File: src/rtl/ups_pkg.sv
// ups_pkg: types shared by the ADC front end, averager and control block
package ups_pkg;
  localparam int ADC_W = 12;
  typedef logic [ADC_W-1:0] adc_t;
endpackage

File: src/rtl/ups_ring.sv
// ups_ring: circular delay line presenting the oldest entry combinationally
module ups_ring
  import ups_pkg::*;
#(
  parameter int W     = ADC_W,
  parameter int LOG2N = 4
) (
  input  logic         clk,
  input  logic         rst,
  input  logic         clr,
  input  logic         we,
  input  logic [W-1:0] din,
  output logic [W-1:0] oldest
);
  logic [W-1:0]     mem [2**LOG2N];
  logic [LOG2N-1:0] wptr;
  always_ff @(posedge clk)
    if (rst || clr) begin
      for (int i = 0; i < 2**LOG2N; i++) mem[i] <= '0;
      wptr <= '0;
    end else if (we) begin
      mem[wptr] <= din;
      wptr      <= wptr + 1'b1;
    end
  assign oldest = mem[wptr];
endmodule

File: src/rtl/ups_adc_avg.sv
// ups_adc_avg: boxcar average of the last 2^LOG2N ADC samples with hysteretic over/under flags
module ups_adc_avg
  import ups_pkg::*;
#(
  parameter int DW    = ADC_W,
  parameter int LOG2N = 4,
  parameter int HYST  = 8
) (
  input  logic          clk,
  input  logic          rst,
  input  logic [DW-1:0] adc,
  input  logic          adc_dv,
  input  logic          flush,
  input  logic [DW-1:0] thr_hi,
  input  logic [DW-1:0] thr_lo,
  input  logic          thr_update,
  output logic [DW-1:0] avg,
  output logic          avg_dv,
  output logic          primed,
  output logic          over,
  output logic          under
);
  localparam int SW = DW + LOG2N;
  localparam logic [LOG2N:0] FULL = (LOG2N+1)'(2**LOG2N);
  localparam logic [DW-1:0]  HY   = DW'(HYST);
  logic [DW-1:0]  oldest, hi_s, lo_s, avg_new, hi_clr, lo_clr;
  logic [DW:0]    lo_add;
  logic [SW-1:0]  sum, sum_next;
  logic [LOG2N:0] cnt, cnt_next;
  logic           take, fire, over_next, under_next;
  ups_ring #(.W(DW), .LOG2N(LOG2N)) u_ring (
    .clk    (clk),
    .rst    (rst),
    .clr    (flush),
    .we     (take),
    .din    (adc),
    .oldest (oldest)
  );
  always_comb begin
    take       = adc_dv && !flush;
    sum_next   = sum + SW'(adc) - SW'(oldest);
    cnt_next   = primed ? cnt : cnt + 1'b1;
    fire       = take && cnt_next == FULL;
    avg_new    = sum_next[SW-1:LOG2N];
    hi_clr     = hi_s >= HY ? hi_s - HY : '0;
    lo_add     = {1'b0, lo_s} + {1'b0, HY};
    lo_clr     = lo_add[DW] ? '1 : lo_add[DW-1:0];
    over_next  = avg_new >= hi_s ? 1'b1 : avg_new < hi_clr ? 1'b0 : over;
    under_next = avg_new <= lo_s ? 1'b1 : avg_new > lo_clr ? 1'b0 : under;
  end
  assign primed = cnt == FULL;
  always_ff @(posedge clk)
    if (rst) begin
      sum    <= '0;
      cnt    <= '0;
      avg    <= '0;
      avg_dv <= 1'b0;
      over   <= 1'b0;
      under  <= 1'b0;
      hi_s   <= '1;
      lo_s   <= '0;
    end else begin
      avg_dv <= fire;
      if (thr_update) begin
        hi_s <= thr_hi;
        lo_s <= thr_lo;
      end
      if (flush) begin
        sum   <= '0;
        cnt   <= '0;
        over  <= 1'b0;
        under <= 1'b0;
      end else if (adc_dv) begin
        sum <= sum_next;
        cnt <= cnt_next;
        if (fire) begin
          avg   <= avg_new;
          over  <= over_next;
          under <= under_next;
        end
      end
    end
endmodule

File: config.mk
export PLATFORM = sky130hd
export DESIGN_NAME = ups_adc_avg
export DESIGN_NICKNAME = d
export VERILOG_FILES = /design/src/rtl/ups_pkg.sv /design/src/rtl/ups_ring.sv /design/src/rtl/ups_adc_avg.sv
export SDC_FILE = /design/constraint.sdc
export NUM_CORES = 1
export LEC_CHECK = 0
export CAP_MARGIN = 20
export CORE_MARGIN = 1.5
export CORE_UTILIZATION = 35
export CTS_CLUSTER_SIZE = 14
export DETAILED_ROUTE_END_ITERATION = 7
export PLACE_DENSITY = 0.62
export SYNTH_ARGS = -nofsm -noshare
export SYNTH_HDL_FRONTEND = slang
export SYNTH_SLANG_ARGS = --single-unit
File: constraint.sdc
create_clock -name clk -period 11.2 [get_ports clk]
set_input_delay 1.12 -clock clk [delete_from_list [all_inputs] [get_ports clk]]
set_output_delay 1.12 -clock clk [all_outputs]
set_load 0.02 [all_outputs]
==> results.md, run 1 <==
* Run status: finished, final reports clean
* Final-report setup violation count at 0
* Library cell used as clock root buffer: sky130_fd_sc_hd__clkbuf_16
* Number of warnings reported in the yosys synthesis log at 0
* Clock tree sinks at 260
* TritonCTS clock tree: built
* Clock network latency to the later pin of the worst-skew pair at approximately 0.59 ns
* Normalized max-slew margin at around 30%
* Number of global-route vias before repair at a little over 9,000
* Horizontal die dimension at between 200 and 250 um
* Share of the clock period used by the worst path at 60.47%
* LEAKAGE at 5.869 nW
* Worst Setup Start Kind: flop
* Most used standard cell by instance count after synthesis: sky130_fd_sc_hd__edfxtp_1
* Buffer and inverter count on the worst path at 3
* Post-route setup TNS at 0 ns
* Cell at the slowest stage of the critical path: sky130_fd_sc_hd__dfxtp_4
* RePlAce Congestion at about 0.85
* Setup bufs post-CTS at 0
* Drt first-iter violations at between 700 and 800
* Area of placed instances at roughly 0.015 mm2
* Post-synthesis average cell area at approximately 12 um2
* PwrDens at roughly 180 mW/mm2
* Crit Path Max Fanout at 28
* Die Ht at 200.6 um
* Clock transition time at the flip-flop clock pins of the worst setup and hold paths at ~0.070 ns
* Area of the multi-input gates at 0.005904 mm2
* Min Hold Slack at around 0.49 ns
* Drt wl/cell at about 20 um
* Wire length of the first global-routing pass at 54,220 um
* Fmax at between 100 and 150 MHz
* Proportion of netlist area held by the largest area contributor at between 40% and 50%
* Number of remaining DRC errors at 0
* CP required at about 12 ns
* Synth Cell Area at between 0.01 and 0.015 mm2
* Yosys top cell by area: sky130_fd_sc_hd__edfxtp_1
* Quantity of gates resized following cts at 0
* Kind of end point of the critical path: flop
* Vias post-DR at about 9,300
* Pins Over Slew Limit at 0
* Area of the placeable core at approximately 0.039 mm2
* Post-synth EDFFs at between 150 and 200
* Design Area, Final at around 0.016 mm2
* Reg-to-reg setup timing slack at 4.43 ns
* Initial core utilization at between 30% and 40%
* Path category of the worst min-delay check: flop to flop
* Core occupancy in the finished layout at 40.69%
* Most common library cells after synthesis: sky130_fd_sc_hd__edfxtp_1 (192), sky130_fd_sc_hd__nor3_1 (135), sky130_fd_sc_hd__nor2_1 (84), sky130_fd_sc_hd__clkbuf_1 (76), sky130_fd_sc_hd__inv_1 (76)
* Count of state elements after synthesis at 260
* Stage delay of the slowest cell on the critical path at ~0.64 ns
* Global route total overflow at 0
* Mapped Nets at 1,280
* Fin Clk Skew at 0.05132 ns
* Number of buffers created by CTS at 28
* Final net count at around 1,300
* Port buffer count at 56
* Share of async-settable or async-resettable flops after synthesis at 0%
* Worst IR Drop VDD at roughly 0.12 mV
* Initial antenna violation count at 2
* Top cells by area in the synthesized netlist: sky130_fd_sc_hd__edfxtp_1 (42%), sky130_fd_sc_hd__dfxtp_1 (10%), sky130_fd_sc_hd__mux4_2 (9.9%)
* Worst path cell trace: buf_4 > mux4_2 > mux4_2 > fa_1 > inv_1 > ha_1 > a21o_1 > a221oi_1 > o21ai_0 > a21boi_0 > nor2_1 > a211o_1 > a21oi_1 > xnor2_1 > inv_1 > ha_1 > nand4_1 > or3_1 > o21ai_0 > a41oi_2 > o311ai_1
* Hold path startpoint: sum[1]$_SDFFE_PP0P_
* Sum of net half-perimeters after detailed placement at around 21,000 um
* H-tree levels at 1
* Maximum number of pins on one net before global-route repair at 50
* Count of standard-cell rows at just over 70
* Area added between synthesis and finish at 14.82%
* Share of cells above drive strength 1 at about 12%
* Total I/O pin count at 57
* Overall fraction of global-route tracks in use at around 17%
* Hold-fix buffers at CTS at 0
* Library cells used by synthesis at 57
* Sequential Area at approximately 0.0071 mm2
* Maximum clock insertion buffer count at 3
* Antenna fix cells at 0
* Arrival time worst endpoint at just over 7 ns
* Number of iterations in the first detailed-routing pass at 6
* Hold Fails Final Rpt at 0
* Layout filler cell count at 3,687
* Floorplan die area at about 0.040 mm2
* Pin slew with the least headroom to its limit at 1.048 ns
* Setup repair after global routing missed its margin: no
* Max Cap Violations at 0
* Type of the setup path with the least slack: flop to flop
* Average via count per standard cell at 5.412
* Proportion of synthesized chip area in sequential cells at between 50% and 60%
* Routed wire length at between 30,000 and 40,000 um
* Remaining antenna violation count at 0
* Crit path time final at between 6 and 7 ns
* Top Family by Delay on Critical Path: compound AO/OA/AOI/OAI gates
* Cells after synthesis at between 1,000 and 1,500
* Most frequently used flop master after synthesis: sky130_fd_sc_hd__edfxtp_1
-- cells by family after synthesis --
logic type / share of synthesized area, %
DFF: 52.16
and+or+nand+nor: 15.16
buffers and inverters: 4.844
adders and majority gates: 8.021
muxes: 12.53
AOI/OAI and AO/OA: 5.174
xor gates and xnor gates: 2.115
-- power by group --
| part | switching [mW] | internal, mW | total [mW] |
|---|---|---|---|
| Sequential | 0.0219 | 1.07 | 1.10 |
| Clock | 0.402 | 0.530 | 0.932 |
| Combinational | 0.423 | 0.300 | 0.723 |
| Total | 0.847 | 1.90 | 2.75 |
-- final timing paths --
kind	endpoint	cells after the start
max	under$_SDFFE_PP0P_	21
min reg2reg	sum[1]$_SDFFE_PP0P_	2
min	sum[1]$_SDFFE_PP0P_	2
max reg2reg	under$_SDFFE_PP0P_	21
-- layout by cell type (no fill, tap or decap), types with 7 or more instances in the layout --
cell type and count:
sky130_fd_sc_hd__clkbuf_16 28, sky130_fd_sc_hd__nor3_1 135, sky130_fd_sc_hd__clkdlybuf4s50_1 56, sky130_fd_sc_hd__o21ai_1 7, sky130_fd_sc_hd__nor2_1 84, sky130_fd_sc_hd__xor2_1 10
sky130_fd_sc_hd__buf_4 25, sky130_fd_sc_hd__mux4_2 60, sky130_fd_sc_hd__nand3_1 14, sky130_fd_sc_hd__nand2b_1 15, sky130_fd_sc_hd__a21o_1 10, sky130_fd_sc_hd__xnor2_1 23
sky130_fd_sc_hd__ha_1 66, sky130_fd_sc_hd__o211ai_1 14, sky130_fd_sc_hd__mux2i_1 36, sky130_fd_sc_hd__inv_1 76, sky130_fd_sc_hd__a21oi_1 21, sky130_fd_sc_hd__dfxtp_1 66
sky130_fd_sc_hd__edfxtp_1 192, sky130_fd_sc_hd__nor4_1 45, sky130_fd_sc_hd__and2_1 35, sky130_fd_sc_hd__nand2_1 43, sky130_fd_sc_hd__clkinv_1 12, sky130_fd_sc_hd__nand4_1 7
sky130_fd_sc_hd__o21ai_0 16, sky130_fd_sc_hd__fa_1 12
-- flip-flops by register name, summed over array words and instances (netlist names), named ones only --
name,flops
u_ring.mem,192
sum,16
avg,12
hi_s,12
lo_s,12
cnt,5
u_ring.wptr,4
avg_dv,1
over,1
under,1
-- layer usage --
| layer | share of wire (%) | vias to the layer above | GRT usage, % |
|---|---|---|---|
| li1 | - | 4344 | - |
| met1 | 44 | 4620 | 23.01 |
| met2 | 47 | 284 | 28.19 |
| met3 | 5.6 | 80 | 2.987 |
| met4 | 3.3 | 2 | 6.015 |
| met5 | 0.038 | - | 0 |
-- worst reg2reg max path: stages, from the launching register on --
cell and delay [ns]:
sky130_fd_sc_hd__dfxtp_4 0.64, sky130_fd_sc_hd__buf_4 0.59, sky130_fd_sc_hd__mux4_2 0.59, sky130_fd_sc_hd__mux4_2 0.51, sky130_fd_sc_hd__fa_1 0.56, sky130_fd_sc_hd__inv_1 0.06, sky130_fd_sc_hd__ha_1 0.28, sky130_fd_sc_hd__a21o_1 0.19
sky130_fd_sc_hd__a221oi_1 0.43, sky130_fd_sc_hd__o21ai_0 0.27, sky130_fd_sc_hd__a21boi_0 0.32, sky130_fd_sc_hd__nor2_1 0.14, sky130_fd_sc_hd__a211o_1 0.27, sky130_fd_sc_hd__a21oi_1 0.17, sky130_fd_sc_hd__xnor2_1 0.17, sky130_fd_sc_hd__inv_1 0.16
sky130_fd_sc_hd__ha_1 0.32, sky130_fd_sc_hd__nand4_1 0.13, sky130_fd_sc_hd__or3_1 0.38, sky130_fd_sc_hd__o21ai_0 0.20, sky130_fd_sc_hd__a41oi_2 0.05, sky130_fd_sc_hd__o311ai_1 0.25
-- per-stage QoR --
stage | worst slack [ns] | power (mW) | cells
floorplan | 4.893 | 1.624 | 1161
global placement | 4.539 | 1.820 | 1672
detailed placement | 4.377 | 1.838 | 1672
CTS | 4.355 | 2.766 | 1724
global route | 3.865 | 2.894 | 1724
finish | 4.428 | 2.752 | 1724
-- cell type report --
| type | count | area share (%) |
|---|---|---|
| Clock inverter | 15 | 1.021 |
| Tap cell | 518 | 4.131 |
| Inverter | 87 | 2.113 |
| Clock buffer | 37 | 4.873 |
| Multi-Input combinational cell | 726 | 37.63 |
| Sequential cell | 260 | 45.46 |
| Timing Repair Buffer | 81 | 4.769 |
Note: power is estimated with default switching activity, not from simulation.
==> run 2, diff against run 1 <==
==> constraint.sdc (replaced) <==
create_clock -name clk -period 7.1 [get_ports clk]
set_input_delay 0.71 -clock clk [delete_from_list [all_inputs] [get_ports clk]]
set_output_delay 0.71 -clock clk [all_outputs]
set_load 0.02 [all_outputs]
==> results.md, run 2 (synthesized netlist as in run 1, its figures left out) <==
* Die Ht at ~200 um
* Crit Path Max Fanout at 33
* Floorplan die area at 0.04023 mm2
* Share of cells above drive strength 1 at 13.08%
* Switching part of the total at a little under a third
* H-tree levels at 1
* Part of the power in combinational logic at 26.8%
* Post-Layout Cell Count at 1,734
* Fmax at 157.2 MHz
* Stage delay of the slowest cell on the critical path at ~0.8 ns
* Average via count per standard cell at ~5.5
* Hold-fix buffers at CTS at 0
* Maximum clock insertion buffer count at 3
* Pins Over Slew Limit at 0
* Normalized max-slew margin at a little under a third
* Path category of the worst min-delay check: flop to flop
* Drt wl/cell at between 20 and 25 um
* Area of the placeable core at a little under 0.04 mm2
* Worst Setup Start Kind: flop
* Total I/O pin count at 57
* Pin slew with the least headroom to its limit at 1.040 ns
* Fin Clk Skew at 0.01914 ns
* Kind of end point of the critical path: flop
* Sequential fraction of design power at around two fifths
* Worst IR Drop VDD at between 0.2 and 0.25 mV
* Port buffer count at between 50 and 60
* PwrDens at between 200 and 300 mW/mm2
* Placed instance count at roughly 1,700
* Vias post-DR at about 9,500
* Library cell used as clock root buffer: sky130_fd_sc_hd__clkbuf_16
* Setup bufs post-CTS at 0
* Arrival time worst endpoint at a little under 7 ns
* LEAKAGE at approximately 6 nW
* Clock network latency to the later pin of the worst-skew pair at between 0.5 and 0.6 ns
* Wire length of the first global-routing pass at ~56,000 um
* Buffer and inverter count on the worst path at 3
* Crit path time final at approximately 6.4 ns
* Top Registers: u_ring.mem x192, sum x16
* Initial core utilization at ~35%
* Horizontal die dimension at ~200 um
* Number of global-route vias before repair at ~9,500
* Clock tree sinks at 260
* Cell at the slowest stage of the critical path: sky130_fd_sc_hd__dfxtp_4
* TritonCTS clock tree: built
* Switching power at around 1.3 mW
* Final-report setup violation count at 0
* Area added between synthesis and finish at 15.43%
* Internal cell power at between 3 and 4 mW
* CP required at about 7.6 ns
* Count of standard-cell rows at around 70
* Layout filler cell count at 3,692
* RePlAce Congestion at ~0.84
* Type of the setup path with the least slack: flop to flop
* Top Family by Delay on Critical Path: compound AO/OA/AOI/OAI gates
* Sum of net half-perimeters after detailed placement at between 20,000 and 25,000 um
* Maximum number of pins on one net before global-route repair at 50
* Post-place setup slack at just under 0.7 ns
* Remaining antenna violation count at 0
* Hold Fails Final Rpt at 0
* Hold path startpoint: sum[8]$_SDFFE_PP0P_
* Worst Setup Slack, final at around 0.74 ns
* Drt first-iter violations at between 600 and 700
* Share of the clock period used by the worst path at about 90%
* Setup repair after global routing missed its margin: no
* Number of buffers created by CTS at 27
* Post-route setup TNS at 0 ns
* Overall fraction of global-route tracks in use at roughly 18%
* Area of placed instances at 0.01487 mm2
* Antenna fix cells at 0
* Design Area, Final at 0.01577 mm2
* Max Cap Violations at 0
* Core occupancy in the finished layout at around two fifths
* Worst path cell trace: buf_4 > mux4_2 > mux4_2 > ha_1 > inv_1 > ha_1 > a21o_1 > a221oi_1 > o21ai_0 > a21boi_0 > nor2_1 > a211o_1 > a21oi_1 > xnor2_1 > inv_1 > ha_1 > nand4_1 > or3_1 > o21ai_0 > a41oi_2 > o311ai_1
* Most common cell type on the critical path: sky130_fd_sc_hd__ha_1
* Share of power burned in the clock network at 33.6%
* Clock transition time at the flip-flop clock pins of the worst setup and hold paths at about 0.060 ns
* Quantity of gates resized following cts at 0
* Number of remaining DRC errors at 0
* Number of iterations in the first detailed-routing pass at 5
* Commonest non-fill, non-tap cell in the layout: sky130_fd_sc_hd__edfxtp_1
* Routed wire length at roughly 35,000 um
* Global route total overflow at 0
* Final net count at between 1,000 and 1,500
* Register with the most flip-flops: u_ring.mem
* Initial antenna violation count at 0
* Most used cells in the layout excluding fill and tap cells: sky130_fd_sc_hd__edfxtp_1 (192), sky130_fd_sc_hd__nor3_1 (135), sky130_fd_sc_hd__nor2_1 (84)
* Run status: finished, final reports clean
* Flip-flop count of the largest register after layout at around 190
run 2: power groups by stage:
stage,Clock (mW),Combinational [mW],Sequential [mW]
floorplan,0,0.816,1.75
global placement,0,1.14,1.76
detailed placement,0,1.18,1.77
CTS,1.49,1.18,1.73
global route,1.55,1.32,1.74
finish,1.47,1.17,1.73
run 2: layout make-up:
| class | instances | area, um2 | share of cell area (%) |
|---|---|---|---|
| Sequential cell | 260 | 7132 | 45.22 |
| Multi-Input combinational cell | 726 | 5916 | 37.51 |
| Timing Repair Buffer | 94 | 845.8 | 5.363 |
| Clock buffer | 30 | 696.9 | 4.419 |
| Tap cell | 518 | 648.1 | 4.109 |
| Inverter | 87 | 331.6 | 2.102 |
| Clock inverter | 19 | 202.7 | 1.285 |
run 2: metal layers:
layer	vias to the layer above	track usage, %	routed length, um
met1	4687	23.43	15240
met4	0	5.693	1060
met5	-	0	0
met2	365	29.15	16530
li1	4359	-	-
met3	72	3.539	2568
run 2: worst register-to-register path: cells and delay by family, from the launching register on:
| family | cells | cell delay, ns |
|---|---|---|
| DFF | 1 | 0.81 |
| muxes | 2 | 1.08 |
| AOI/OAI and AO/OA | 9 | 2.11 |
| and+or+nand+nor | 3 | 0.61 |
| buffers and inverters | 3 | 0.69 |
| xor gates and xnor gates | 1 | 0.17 |
| adders and majority gates | 3 | 0.80 |
run 2: path summary, 6_finish.rpt:
path | cells past startpoint | slack, ns | endpoint
worst max-delay path | 21 | 0.74 | under$_SDFFE_PP0P_
worst min-delay path | 2 | 0.49 | sum[8]$_SDFFE_PP0P_
worst max register to register | 21 | 0.74 | under$_SDFFE_PP0P_
worst min register to register | 2 | 0.49 | sum[8]$_SDFFE_PP0P_
run 2: stage by stage:
| stage | power (mW) | hold slack (ns) |
|---|---|---|
| after floorplan | 2.562 | 0.4563 |
| final | 4.382 | 0.4944 |
| after CTS | 4.407 | 0.4931 |
| after global placement | 2.907 | 0.4683 |
| after global routing | 4.610 | 0.5119 |
| after detailed placement | 2.942 | 0.4788 |
==> run 3, diff against run 2 <==
--- a/config.mk
+++ b/config.mk
@@ -10,6 +10,7 @@
 export CORE_UTILIZATION = 35
 export CTS_CLUSTER_SIZE = 14
 export DETAILED_ROUTE_END_ITERATION = 7
+export HOLD_SLACK_MARGIN = 0.05
 export PLACE_DENSITY = 0.62
 export SYNTH_ARGS = -nofsm -noshare
 export SYNTH_HDL_FRONTEND = slang
==> results of run 3 <==
No change in the layout: final DEF, timing and power equal those of run 2.
